==> src/rtl/nh_lcd_pixel_feeder.sv <==
// Packs a 24-bit RGB valid/ready stream into ping-pong FIFO buffers, tagging end-of-line in bit 24.
// Optional on-chip stripe generator: define NH_LCD_FEEDER_TEST_PATTERN_EN.
module nh_lcd_pixel_feeder #(
  parameter int FIFO_DATA_WIDTH = 25,
  parameter int POS_WIDTH       = 32
) (
  input  logic                       clk,
  input  logic                       rst_n,
  input  logic                       i_enable,
  input  logic [31:0]                i_image_width,
  input  logic [31:0]                i_image_height,
  input  logic                       i_pix_valid,
  output logic                       o_pix_ready,
  input  logic [23:0]                i_pix_data,
  input  logic                       i_pix_last,
  input  logic [1:0]                 i_fifo_rdy,
  output logic [1:0]                 o_fifo_act,
  input  logic [23:0]                i_fifo_size,
  output logic                       o_fifo_stb,
  output logic [FIFO_DATA_WIDTH-1:0] o_fifo_data,
  output logic                       o_frame_done,
  output logic                       o_line_err,
  output logic                       o_busy
`ifdef NH_LCD_FEEDER_TEST_PATTERN_EN
  ,
  input  logic                       i_tp_en,
  input  logic                       i_tp_red,
  input  logic                       i_tp_green,
  input  logic                       i_tp_blue
`endif
);

  // Handshake: a pixel moves on a rising edge where i_pix_valid && o_pix_ready.
  typedef enum logic [1:0] {S_IDLE, S_WRITE, S_RELEASE} state_t;

  state_t               state;
  logic [POS_WIDTH-1:0] x;
  logic [POS_WIDTH-1:0] y;
  logic [POS_WIDTH-1:0] width_l;
  logic [POS_WIDTH-1:0] height_l;
  logic [23:0]          r_count;
  logic [23:0]          r_next;
  logic                 space;
  logic                 xfer;
  logic                 eol;
  logic                 last_line;
  logic                 full;
  logic                 frame_start;
  logic                 start_ok;
  logic                 line_bad;
  logic [23:0]          pix;

  assign space       = (state == S_WRITE) && (r_count < i_fifo_size);
  assign eol         = (x == width_l - 1'b1);
  assign last_line   = (y == height_l - 1'b1);
  assign r_next      = r_count + 24'd1;
  assign full        = (r_next == i_fifo_size);
  assign frame_start = (x == '0) && (y == '0);
  // Geometry only matters when it is about to be latched; mid-frame the latched copy rules.
  assign start_ok    = i_enable && (i_fifo_rdy != 2'b00) && (o_fifo_act == 2'b00) &&
                       (!frame_start || ((i_image_width != 32'd0) && (i_image_height != 32'd0)));

`ifdef NH_LCD_FEEDER_TEST_PATTERN_EN
  logic tp_mode;
  assign o_pix_ready = space && !tp_mode;
  assign xfer        = tp_mode ? space : (space && i_pix_valid);
  assign pix         = tp_mode ? {i_tp_red   ? 8'hFF : 8'h00,
                                  i_tp_green ? 8'hFF : 8'h00,
                                  i_tp_blue  ? 7'h7F : 7'h00, i_tp_blue ^ x[3]}
                               : i_pix_data;
  assign line_bad    = !tp_mode && (i_pix_last != eol);
`else
  assign o_pix_ready = space;
  assign xfer        = space && i_pix_valid;
  assign pix         = i_pix_data;
  assign line_bad    = (i_pix_last != eol);
`endif

  always_ff @(posedge clk or negedge rst_n) begin
    if (!rst_n) begin
      state        <= S_IDLE;
      x            <= '0;
      y            <= '0;
      width_l      <= '0;
      height_l     <= '0;
      r_count      <= '0;
      o_fifo_act   <= 2'b00;
      o_fifo_stb   <= 1'b0;
      o_fifo_data  <= '0;
      o_frame_done <= 1'b0;
      o_line_err   <= 1'b0;
      o_busy       <= 1'b0;
`ifdef NH_LCD_FEEDER_TEST_PATTERN_EN
      tp_mode      <= 1'b0;
`endif
    end else begin
      o_fifo_stb   <= 1'b0;
      o_frame_done <= 1'b0;
      o_line_err   <= 1'b0;
      case (state)
        S_IDLE: begin
          if (!i_enable) begin
            x <= '0;
            y <= '0;
          end else if (start_ok) begin
            o_fifo_act <= i_fifo_rdy[0] ? 2'b01 : 2'b10;
            r_count    <= '0;
            o_busy     <= 1'b1;
            state      <= S_WRITE;
            if (frame_start) begin
              width_l  <= POS_WIDTH'(i_image_width);
              height_l <= POS_WIDTH'(i_image_height);
`ifdef NH_LCD_FEEDER_TEST_PATTERN_EN
              tp_mode  <= i_tp_en;
`endif
            end
          end
        end
        S_WRITE: begin
          if (xfer) begin
            o_fifo_stb  <= 1'b1;
            o_fifo_data <= FIFO_DATA_WIDTH'({eol, pix});
            o_line_err  <= line_bad;
            r_count     <= r_next;
            if (eol) begin
              x <= '0;
              if (last_line) begin
                y            <= '0;
                o_frame_done <= 1'b1;
              end else begin
                y <= y + 1'b1;
              end
            end else begin
              x <= x + 1'b1;
            end
            if (eol || full) state <= S_RELEASE;
          end
        end
        S_RELEASE: begin
          // The last strobe is on the bus now; ownership drops one cycle later.
          o_fifo_act <= 2'b00;
          o_busy     <= 1'b0;
          state      <= S_IDLE;
        end
        default: state <= S_IDLE;
      endcase
    end
  end

endmodule

==> config.mk <==
export PLATFORM = sky130hd
export DESIGN_NAME = nh_lcd_pixel_feeder
export DESIGN_NICKNAME = d
export VERILOG_FILES = /design/src/rtl/nh_lcd_pixel_feeder.sv
export SDC_FILE = /design/constraint.sdc
export NUM_CORES = 1
export LEC_CHECK = 0
export BUFFER_PORTS_ARGS = -buffer_cell sky130_fd_sc_hd__buf_4
export CAP_MARGIN = 40
export CORE_MARGIN = 2
export CORE_UTILIZATION = 60
export CTS_CLUSTER_DIAMETER = 150
export DETAILED_ROUTE_END_ITERATION = 16
export PLACE_DENSITY = 0.78
export SLEW_MARGIN = 20
export SYNTH_ARGS = -nofsm -noshare
export SYNTH_HDL_FRONTEND = slang
export SYNTH_SLANG_ARGS = --single-unit
==> constraint.sdc <==
create_clock -name clk -period 8.85 [get_ports clk]
set_clock_uncertainty 0.1 [all_clocks]
set_input_delay 1.3275 -clock clk [delete_from_list [all_inputs] [get_ports clk]]
set_output_delay 1.3275 -clock clk [all_outputs]
set_load 0.005 [all_outputs]
Yosys cells after proc, flatten, opt, wreduce, memory -nomap -nowiden
Index checks and enable logic that the tools add are counted.
Operators by class
  magnitude comparators: 1
  mux-type cells: 32
  add/subtract/negate cells: 5
  reductions and logical operators: 26
  equality and inequality tests: 12
Operators with widths (number)
  $mux 32: 6
  $pmux 32 s2: 2
  $mux 24: 3
  $add 32x1->32 const B: 2
  $eq 32x32->1: 2
  $logic_not 32->1: 2
  $reduce_bool 32->1: 2
  $sub 32x1->32 const B: 2
  $pmux 24 s2: 1
  $add 24x1->24 const B: 1
  $eq 24x24->1: 1
  $lt 24x24->1: 1
  $reduce_and 4->1: 4
  $mux 2: 7
  $mux 1: 10
  $ne 2x2->1 const B: 5
  $pmux 2 s2: 2
  $logic_and 1x1->1: 7
  $reduce_and 3->1: 2
  $reduce_bool 2->1: 3
  $logic_not 2->1: 2
  $eq 2x1->1 const B: 1
  $eq 2x2->1 const B: 1
  $logic_or 1x1->1: 2
  other kinds (5): 5
Storage, ports and cells
  output and inout bits: 32
  input bits: 119
  register bits: 185
  word-level logic and storage cells: 88

Depth between registers and ports, before layout
Gate-level depths: netlist (run 1).
  depth after elaboration: 8
  mapped depth: 14
  mapped depth without buffers: 11

Least setup slack after synthesis (run 1)
No wires, ideal clock.
  kind: in2reg
  from: input i_fifo_size[21]
  to: register y[17]
  data arrival time: 3.886 ns
  data required time: 8.663 ns
  cell stages on the path: 12
  setup time: 0.087 ns
  setup slack: 4.777 ns
  buffers on the path: 2
  cells stage by stage: inv_1 -> ha_1 -> a21o_1 -> a21o_1 -> a2bb2oi_1 -> nand4_1 -> or2_2 -> clkbuf_1 -> or4_1 -> clkbuf_1 -> or4_1 -> o211ai_1
Between the ends
  word-level cells in the longest chain between the ends: 5
Ends and longest elaborated chain
  from (decl): RTL line 18  | input logic [23:0] i_fifo_size,
  $lt 24x24->1: RTL line 53  | assign space = (state == S_WRITE) && (r_count < i_fifo_size);
  $logic_and 1x1->1: RTL line 53
  $logic_and 1x1->1: RTL line 74  | assign xfer = space && i_pix_valid;
  $ne 2x2->1 (no source line)
  $reduce_and 4->1 (no source line)
  to (signal assigned): RTL line 131  | y <= y + 1'b1;
  to (decl): RTL line 38  | logic [POS_WIDTH-1:0] y;
Every way passes these cells.
A chain may end at the register's enable or synchronous reset.

Worst setup path after layout (run 1)
  from: register width_l[0]
  to: register y[23]
Between the ends
  word-level cells in the longest chain between the ends: 4
Ends and longest elaborated chain
  from (decl): RTL line 39  | logic [POS_WIDTH-1:0] width_l;
  from (signal assigned): RTL line 111  | width_l <= POS_WIDTH'(i_image_width);
  $sub 32x1->32: RTL line 54  | assign eol = (x == width_l - 1'b1);
  $eq 32x32->1: RTL line 54
  $ne 2x2->1 (no source line)
  $reduce_and 4->1 (no source line)
Every way passes these cells.

==> results_dict.tcl, run 1 <==
set metrics [dict create \
    status "completed" \
    combPwrFrac 0.186 \
    grt_util_all_layers 0.306 \
    ys_seq_area_frac 0.371 \
    pwr-share-seq 0.451 \
    drt-initial-drc-count 1052 \
    worstSetupPathType "register to register" \
    synth_xor_area_frac 0.0997 \
    antenna_cells 0 \
    synth_compound_area_frac 0.128 \
    postRouteAntennaNets 0 \
    rsz0062_at_grt "false" \
    path_clk_slew_ns 0.08 \
    clock-sinks 185 \
    grt_overflow_total 0 \
    yosysWarnings 0 \
    dr.max_layer_used "met4" \
    worstMarginPinSlew_ns 0.863 \
    place_ws_ns 4.01 \
    synthDistinctLibCells 75 \
    async_flop_share 1.00 \
    fillers 1603 \
    drc 0 \
    die_area_um2 22000 \
    cts_root_buffer "clkbuf_16" \
    clock_path_buffers 2 \
    fin_tns_setup_ns 0 \
    grt_pass1_vias 10700 \
    fin_util 0.711 \
    min_period_ns 4.83 \
    die_y_um 148 \
    grt_max_degree 94 \
    cts_resized 0 \
    synth-edff-count 0 \
    syn_inst 1437 \
    dr_total_vias 11400 \
    synth_mux_area_frac 0.0555 \
    wire_per_inst_um 18.4 \
    setup_ws_ns 4.02 \
    wl_um 33700 \
    cap_viol_max_count 0 \
    cp-end-kind "register" \
    syn_area_per_cell_um2 8.68 \
    synth-simple-area-share 0.267 \
    grt_pass1_wl_um 54200 \
    met2_length_um 16500 \
    p_leak_nw 6.48 \
    avgViaCountPerCell 6.24 \
    antenna_found_initial 0 \
    sw_frac_of_total 0.320 \
    arrival_ns 5.04 \
    synth_top_family_by_area "simple AND/OR/NAND/NOR gates" \
    fin_crit_sh 0.546 \
    placed_area_um2 13800 \
    setup_viol 0 \
    synth_ff_type "dfrtp_1" \
    dr.pass1.iters 6 \
    start_util 0.615 \
    hold_class "register to register" \
    cts_buffers 17 \
    wl_met1_um 14500 \
    cts_hold_repair.buffers 0 \
    p_sw_mw 0.711 \
    met3RoutedLength_um 1890 \
    critPathRequiredTime_ns 9.05 \
    syn-cell-area_um2 12500 \
    area_growth_pct 15.7 \
    numPortBuffers 150 \
    synth_fa_ha_area_frac 0.0311 \
    fmax_mhz 207 \
    internal_power_mw 1.51 \
    nNetsFinal 1693 \
    boundaryPins 151 \
    clkLatencyLatePin_ns 0.44 \
    dp_hpwl_um 24600 \
    finalMaxSlewViolations 0 \
    final_area_um2 14400 \
    vdd_drop_max_v 0.000149 \
    cp-start-kind "register" \
    crit_fanout 30 \
    synth_fp_nets 1587 \
    clockPowerShare 0.362 \
    h-tree-depth 4 \
    cts_tree "yes" \
    ys_ff_latch 185 \
    gp_congestion 0.949 \
    die_w_um 148 \
    rows 52 \
    postCtsSetupBuffers 0 \
    layout-drive-gt1-share 0.172 \
    hold_viol_final 0 \
    relSlewSlack 0.410 \
    core_um2 20300 \
    powerDensity_nw_per_um2 154 \
]
==> final timing paths <==
check | to | slack [ns] | startpoint | depth (start not counted)
worst max-delay path | y[23] | 4.02 | width_l[0] | 12
worst max register to register | y[23] | 4.02 | width_l[0] | 12
worst min register to register | o_fifo_data[4] | 0.38 | o_fifo_data[4] | 2
min in group asynchronous | r_count[9] | 0.67 | rst_n | 1
worst min-delay path | o_fifo_data[4] | 0.38 | o_fifo_data[4] | 2
max in group asynchronous | width_l[25] | 7.14 | rst_n | 3
==> routing by layer <==
layer,up-vias,GRT usage
met5,-,0
met4,0,0.0905
met3,60,0.0408
met2,440,0.516
met1,5492,0.416
li1,5396,-
==> state kept, by name, indices dropped and copies added, names as in the netlist <==
name and flops:
o_fifo_stb 1, width_l 32, height_l 32, x 32, o_frame_done 1, o_fifo_data 25, o_fifo_act 2, state 2
o_busy 1, r_count 24, o_line_err 1, y 32
==> cell families after synthesis <==
kind of cell | after synthesis
flops | 185
buf+inv | 149
xor+xnor | 142
mux | 62
simple gates | 622
compound gates | 246
fa+ha+maj | 31
==> per-stage QoR <==
stage	std cells	power, mW	hold WS [ns]
after detailed placement	1793	1.42	0.363
after CTS	1825	2.23	0.383
after global routing	1826	2.32	0.399
after global placement	1791	1.41	0.360
final	1826	2.22	0.376
after floorplan	1437	1.24	0.370
==> synth_stat cells, types with 15 or more instances <==
cell	count	area [um2]
o21ai_0	63	315
nand4_1	45	282
nand2b_1	19	119
nand2_1	171	642
xor2_1	64	561
o31ai_1	15	113
nor3_1	25	125
mux2_2	57	642
and3_1	26	163
clkbuf_1	59	221
ha_1	31	388
a21oi_1	41	205
xnor2_1	78	683
dfrtp_1	185	4630
a211o_1	23	201
nor4_1	58	363
nor2_1	95	357
o21ai_1	23	115
nand3_1	58	290
or3_1	22	138
inv_1	73	274
==> power groups by stage <==
stage,sequential [mW],clock (mW),combinational [mW]
floorplan,0.969,0,0.274
global placement,1.01,0,0.395
detailed placement,1.01,0,0.409
CTS,0.999,0.814,0.413
global route,1.01,0.847,0.462
finish,1.00,0.805,0.414
==> worst max-delay path, cell delays in order (launching register included) <==
cell and delay (ns):
dfrtp_1 0.45, inv_1 0.11, ha_1 0.22, or4b_1 0.50, o31a_1 0.27, nor4_1 0.24
and3b_1 0.24, a2111o_1 0.30, nor4_1 0.54, nand4b_1 0.35, a21oi_4 0.74, buf_4 0.47
o211ai_1 0.13
==> cell usage in the layout, fill, tap and decap left out, types with 15 or more instances in the layout <==
master,count
dfrtp_1,185
a21oi_1,40
ha_1,31
a211o_1,23
nand2b_1,19
xnor2_1,78
xor2_1,64
nand4_1,45
or3_1,22
o21ai_0,63
clkbuf_16,17
nand2_1,171
nor2_1,95
mux2_2,57
nor4_1,58
buf_4,159
nor3_1,25
inv_1,73
o21ai_1,23
and3_1,25
nand3_1,58
o31ai_1,15
==> cell type report <==
cell class	instances	area [um2]	share of cell area
multi-input combinational	1103	7280	0.504
clock buffer	17	425	0.0295
timing repair buffer	163	1290	0.0893
sequential	185	4630	0.321
tap	270	338	0.0234
inverter	73	274	0.0190
clock inverter	15	203	0.0140
(Power assumes the default switching activity.)
==> run 2: changes to the inputs <==
--- a/config.mk
+++ b/config.mk
@@ -8,10 +8,10 @@
 export BUFFER_PORTS_ARGS = -buffer_cell sky130_fd_sc_hd__buf_4
 export CAP_MARGIN = 40
 export CORE_MARGIN = 2
-export CORE_UTILIZATION = 60
+export CORE_UTILIZATION = 54
 export CTS_CLUSTER_DIAMETER = 150
 export DETAILED_ROUTE_END_ITERATION = 16
-export PLACE_DENSITY = 0.78
+export PLACE_DENSITY = 0.74
 export SLEW_MARGIN = 20
 export SYNTH_ARGS = -nofsm -noshare
 export SYNTH_HDL_FRONTEND = slang
==> constraint.sdc (replaced) <==
create_clock -name clk -period 4.2 [get_ports clk]
set_clock_uncertainty 0.1 [all_clocks]
set_input_delay 0.63 -clock clk [delete_from_list [all_inputs] [get_ports clk]]
set_output_delay 0.63 -clock clk [all_outputs]
set_load 0.005 [all_outputs]
==> results_dict.tcl, run 2 (synthesis gave the netlist of run 1 again) <==
set metrics [dict create \
    internal_power_mw 3.17 \
    cts_buffers 17 \
    slowest_delay_ns 0.68 \
    gp_congestion 0.947 \
    path_cells "inv_1 -> ha_1 -> or4b_1 -> o31a_1 -> nor4_1 -> and3b_1 -> nor4_2 -> nand3_1 -> or4_1 -> or4_1 -> o211ai_1" \
    die_w_um 156 \
    cp-end-kind "register" \
    holdPathStages 3 \
    critPathRequiredTime_ns 4.46 \
    fin_crit_sh 0.948 \
    clockPowerShare 0.361 \
    cp_top_family "simple AND/OR/NAND/NOR gates" \
    grt_overflow_total 0 \
    clock_path_buffers 2 \
    clkLatencyLatePin_ns 0.45 \
    p_leak_nw 6.53 \
    setup_viol 0 \
    combPwrFrac 0.184 \
    wire_per_inst_um 18.3 \
    core_um2 22600 \
    dr.pass1.iters 6 \
    cts_root_buffer "clkbuf_16" \
    finalMaxSlewViolations 0 \
    postRouteAntennaNets 0 \
    min_to "o_fifo_data[6]" \
    pwr-share-seq 0.455 \
    hold_class "input pin to register" \
    crit_fanout 11 \
    antenna_cells 0 \
    hold_viol_final 0 \
    grt_pass1_wl_um 55700 \
    status "completed" \
    nNetsFinal 1706 \
    grt_util_all_layers 0.285 \
    drc 0 \
    die_y_um 156 \
    start_util 0.551 \
    fin_tns_setup_ns 0 \
    placed_area_um2 13900 \
    cp_common_cell "or4_1" \
    layout-drive-gt1-share 0.180 \
    rows 55 \
    whs_ns 0.267 \
    cp_slowest_cell "or4_1" \
    dr_total_vias 11400 \
    h-tree-depth 4 \
    setup_ws_ns 0.219 \
    met2_length_um 16100 \
    reg2reg_from "width_l[0]" \
    wl_met1_um 15300 \
    reg2reg_to "y[23]" \
    finalPower_mw 4.64 \
    fmax_mhz 251 \
    path_buf_inv 1 \
    p_sw_mw 1.47 \
    avgViaCountPerCell 6.14 \
    worstMarginPinSlew_ns 0.855 \
    fillers 1916 \
    cap_viol_max_count 0 \
    drt-initial-drc-count 927 \
    dr.max_layer_used "met4" \
    antenna_found_initial 0 \
    r2r_setup_slack_ns 0.22 \
    die_area_um2 24300 \
    final_common_cell "dfrtp_1" \
    wl_um 34000 \
    relSlewSlack 0.415 \
    final_area_um2 14500 \
    cp.depth 11 \
    dp_hpwl_um 25200 \
    grt_pass1_vias 10800 \
    boundaryPins 151 \
    numPortBuffers 150 \
    cts_tree "yes" \
    vdd_drop_max_v 0.000181 \
    area_growth_pct 16.6 \
    arrival_ns 4.24 \
    clock-sinks 185 \
    rr_worst_depth 11 \
    rsz0062_at_grt "false" \
    path_clk_slew_ns 0.08 \
    place_ws_ns 0.313 \
    final_cell_mix "dfrtp_1 (185), nand2_1 (171), buf_4 (170)" \
    worstSetupPathType "register to register" \
    min_from "i_pix_data[6]" \
    grt_max_degree 103 \
    sw_frac_of_total 0.317 \
    postCtsSetupBuffers 0 \
    powerDensity_nw_per_um2 319 \
    met3RoutedLength_um 2020 \
    cp-start-kind "register" \
    min_period_ns 3.98 \
]
run 2: cell count changes in the layout (fill, tap and decap cells not counted), sizes merged:
cell         previous run  this run
inv                    80        83
clkinvlp                0         2
buf                   162       174
clkinv                  7         2
dlygate4sd3             0         1
run 2: worst max-delay path by stage:
stage	start	slack [ns]	to
floorplan	width_l[0]	0.79	y[23]
global placement	i_fifo_size[7]	0.41	y[17]
detailed placement	width_l[0]	0.31	y[19]
CTS	width_l[0]	0.28	y[23]
global route	width_l[11]	0.008	y[23]
finish	width_l[0]	0.22	y[23]
run 2: per-stage QoR:
step / std cells / utilization
after floorplan: 1437 / -
after global placement: 1820 / 0.614
after detailed placement: 1820 / 0.614
after CTS: 1852 / 0.640
after global routing: 1854 / 0.642
final: 1854 / 0.642
run 2: repair_timing:
action	in CTS	in global routing
hold buffers	0	1
gates resized for setup	0	3
endpoints found under the hold margin	0	20
setup endpoints to repair	0	13
run 2: worst reg2reg max path, stage by stage (launching register included):
cell and delay (ns):
dfrtp_1 0.43, inv_1 0.10, ha_1 0.21, or4b_1 0.49
o31a_1 0.28, nor4_1 0.27, and3b_1 0.24, nor4_2 0.32
nand3_1 0.11, or4_1 0.68, or4_1 0.57, o211ai_1 0.10
run 2: layout make-up:
| type | instances | area [um2] | area share |
|---|---|---|---|
| inverter | 73 | 274 | 0.0188 |
| multi-input combinational | 1103 | 7300 | 0.502 |
| clock buffer | 17 | 425 | 0.0292 |
| sequential | 185 | 4630 | 0.318 |
| tap | 285 | 357 | 0.0245 |
| timing repair buffer | 176 | 1390 | 0.0954 |
| clock inverter | 15 | 175 | 0.0120 |
run 2: power groups by stage:
| stage | Combinational, mW | Clock [mW] | Sequential, mW |
|---|---|---|---|
| 2_1_floorplan | 0.577 | 0 | 2.04 |
| 3_3_place_gp | 0.828 | 0 | 2.13 |
| 3_5_place_dp | 0.848 | 0 | 2.14 |
| 4_1_cts | 0.853 | 1.70 | 2.10 |
| 5_1_grt | 0.961 | 1.77 | 2.13 |
| 6_report | 0.856 | 1.68 | 2.11 |
run 2: routing by layer:
layer / GRT usage / up-vias
met2: 0.461 / 360
met4: 0.0799 / 0
met3: 0.0453 / 47
met1: 0.398 / 5555
li1: - / 5422
met5: 0 / -
==> run 3: changes to the inputs <==
--- a/config.mk
+++ b/config.mk
@@ -5,10 +5,11 @@
 export SDC_FILE = /design/constraint.sdc
 export NUM_CORES = 1
 export LEC_CHECK = 0
+export ABC_AREA = 1
 export BUFFER_PORTS_ARGS = -buffer_cell sky130_fd_sc_hd__buf_4
 export CAP_MARGIN = 40
 export CORE_MARGIN = 2
-export CORE_UTILIZATION = 54
+export CORE_UTILIZATION = 55
 export CTS_CLUSTER_DIAMETER = 150
 export DETAILED_ROUTE_END_ITERATION = 16
 export PLACE_DENSITY = 0.74
==> results_dict.tcl, run 3 <==
set metrics [dict create \
    yosysWarnings 0 \
    ys_seq_area_frac 0.318 \
    start_util 0.560 \
    synth_ff_type "dfrtp_1" \
    core_um2 26000 \
    numPortBuffers 150 \
    clock-sinks 185 \
    ys_ff_latch 185 \
    place_inst 2801 \
    gp_congestion 1.00 \
    grt_max_degree 78 \
    hold_class "input pin to register" \
    area_growth_pct 13.6 \
    synthDistinctLibCells 40 \
    synth_fp_nets 2523 \
    worstSetupPathType "register to register" \
    fin_util 0.636 \
    drc 0 \
    cp-start-kind "register" \
    cts_root_buffer "clkbuf_16" \
    synth_top_area_frac 0.318 \
    h-tree-depth 4 \
    dr.pass1.iters 5 \
    wire_per_inst_um 14.8 \
    startpoint "height_l[0]" \
    nNetsFinal 2637 \
    powerDensity_nw_per_um2 312 \
    clockPowerShare 0.313 \
    fin_crit_sh 0.806 \
    cp-end-kind "register" \
    synth_common_cells "nand2_1 (771), nor2_1 (431), inv_1 (345), dfrtp_1 (185), nand3_1 (143)" \
    avgViaCountPerCell 5.24 \
    drt-initial-drc-count 1112 \
    grt_overflow_total 0 \
    arrival_ns 3.62 \
    cap_viol_max_count 0 \
    combPwrFrac 0.256 \
    antenna_cells 0 \
    fmax_mhz 295 \
    rsz0062_at_grt "false" \
    die_area_um2 27800 \
    synth-edff-count 0 \
    whs_ns 0.267 \
    finalMaxSlewViolations 0 \
    syn_inst 2373 \
    final_common_cell "nand2_1" \
    cts_buffers 17 \
    vdd_drop_max_v 0.000317 \
    fin_tns_setup_ns 0 \
    relSlewSlack 0.504 \
    wl_um 42000 \
    antenna_found_initial 0 \
    reg2reg_from "height_l[0]" \
    boundaryPins 151 \
    layout-drive-gt1-share 0.0892 \
    sw_frac_of_total 0.359 \
    final_cells 2835 \
    async_flop_share 1.00 \
    pwr-share-seq 0.431 \
    dr_total_vias 14900 \
    grt_util_all_layers 0.308 \
    die_w_um 167 \
    hold_viol_final 0 \
    p_sw_mw 1.85 \
    yosysMostFrequentCell "nand2_1" \
    syn-cell-area_um2 14600 \
    path_clk_slew_ns 0.08 \
    p_leak_nw 8.96 \
    critPathRequiredTime_ns 4.44 \
    rows 59 \
    synth.area.top_cells "dfrtp_1 (32%), nand2_1 (20%), nor2_1 (11%)" \
    internal_power_mw 3.30 \
    worstMarginPinSlew_ns 0.737 \
    cts_resized 0 \
    status "completed" \
    place_ws_ns 0.591 \
    clkLatencyLatePin_ns 0.46 \
    postRouteAntennaNets 0 \
    synth_area_leader_cell "dfrtp_1" \
    final_cell_mix "nand2_1 (770), nor2_1 (431), inv_1 (345)" \
    setup_viol 0 \
    setup_ws_ns 0.816 \
    clock_path_buffers 2 \
    cts_tree "yes" \
    crit_fanout 32 \
    die_y_um 167 \
    grt_pass1_vias 14200 \
    fillers 2525 \
    syn_area_per_cell_um2 6.13 \
    grt_pass1_wl_um 69700 \
    min_period_ns 3.38 \
    dp_hpwl_um 32700 \
    min_from "i_pix_data[18]" \
]
[run 3: cell count changes after synthesis, sizes merged, moves of 23 or more]
cell	change
nand2	+604
nor2	+350
inv	+273
nand3	+88
mux2	-57
xnor2	-52
o21ai	-50
nor4	-39
nor3	+25
a211o	-23
and3	-23
[run 3: metrics by stage]
step | power (mW) | area [um2]
after floorplan | 3.01 | 14600
after global placement | 3.51 | 15900
after detailed placement | 3.55 | 15900
after CTS | 5.17 | 16500
after global routing | 5.46 | 16500
final | 5.15 | 16500
[run 3: area by class of cell]
cell class,instances,area (um2),area share
multi-input combinational,1765,8280,0.501
timing repair buffer,165,1290,0.0782
inverter,353,1330,0.0802
tap,335,419,0.0254
sequential,185,4630,0.280
clock buffer,17,425,0.0257
clock inverter,15,155,0.00939
[run 3: power groups by stage]
stage               combinational, mW  clock [mW]  sequential (mW)
finish                           1.32        1.61             2.22
global route                     1.50        1.71             2.25
CTS                              1.32        1.64             2.21
detailed placement               1.30           0             2.25
global placement                 1.27           0             2.24
floorplan                       0.839           0             2.17
[run 3: path summary, 6_finish.rpt]
path                       slack [ns]  cells past startpoint               to
min                              0.27                      3  o_fifo_data[18]
min in group asynchronous        0.56                      2       width_l[9]
max reg2reg                      0.82                     15            y[10]
min reg2reg                      0.39                      2   o_fifo_data[2]
max                              0.82                     15            y[10]
max in group asynchronous        2.72                      3            y[22]
[run 3: cells by family (layout without fill, tap and decap cells)]
| logic type | Yosys count | in the layout | share of synthesized area |
|---|---|---|---|
| and+or+nand+nor | 1530 | 1530 | 0.438 |
| buffers and inverters | 423 | 550 | 0.113 |
| DFF | 185 | 185 | 0.318 |
| xor gates and xnor gates | 112 | 112 | 0.0689 |
| AOI/OAI and AO/OA | 92 | 92 | 0.0356 |
| adders and majority gates | 31 | 31 | 0.0267 |
[run 3: what timing repair did]
item,4_1_cts,5_1_grt
hold buffers,1,0
setup buffers,0,0
endpoints found under the hold margin,3,0
[run 3: worst max-delay path: stages, from the launching register on]
cell and delay (ns):
dfrtp_1 0.39, inv_1 0.13, ha_1 0.20, nand2_1 0.14, nor2_2 0.42, nand3b_1 0.30
nand2_1 0.13, nand2_1 0.11, a21oi_1 0.13, nand2_1 0.07, nor2_1 0.14, nand3_2 0.55
nand2_1 0.24, nor2_1 0.06, nand2_1 0.08, nand2_1 0.07
[run 3: routing by layer]
metal | global-route usage | vias to the layer above | share of wire
met2 | 0.524 | 437 | 0.48
li1 | - | 7537 | -
met1 | 0.390 | 6792 | 0.43
met4 | 0.125 | 0 | 0.038
met3 | 0.0523 | 85 | 0.055
met5 | 0 | - | 0
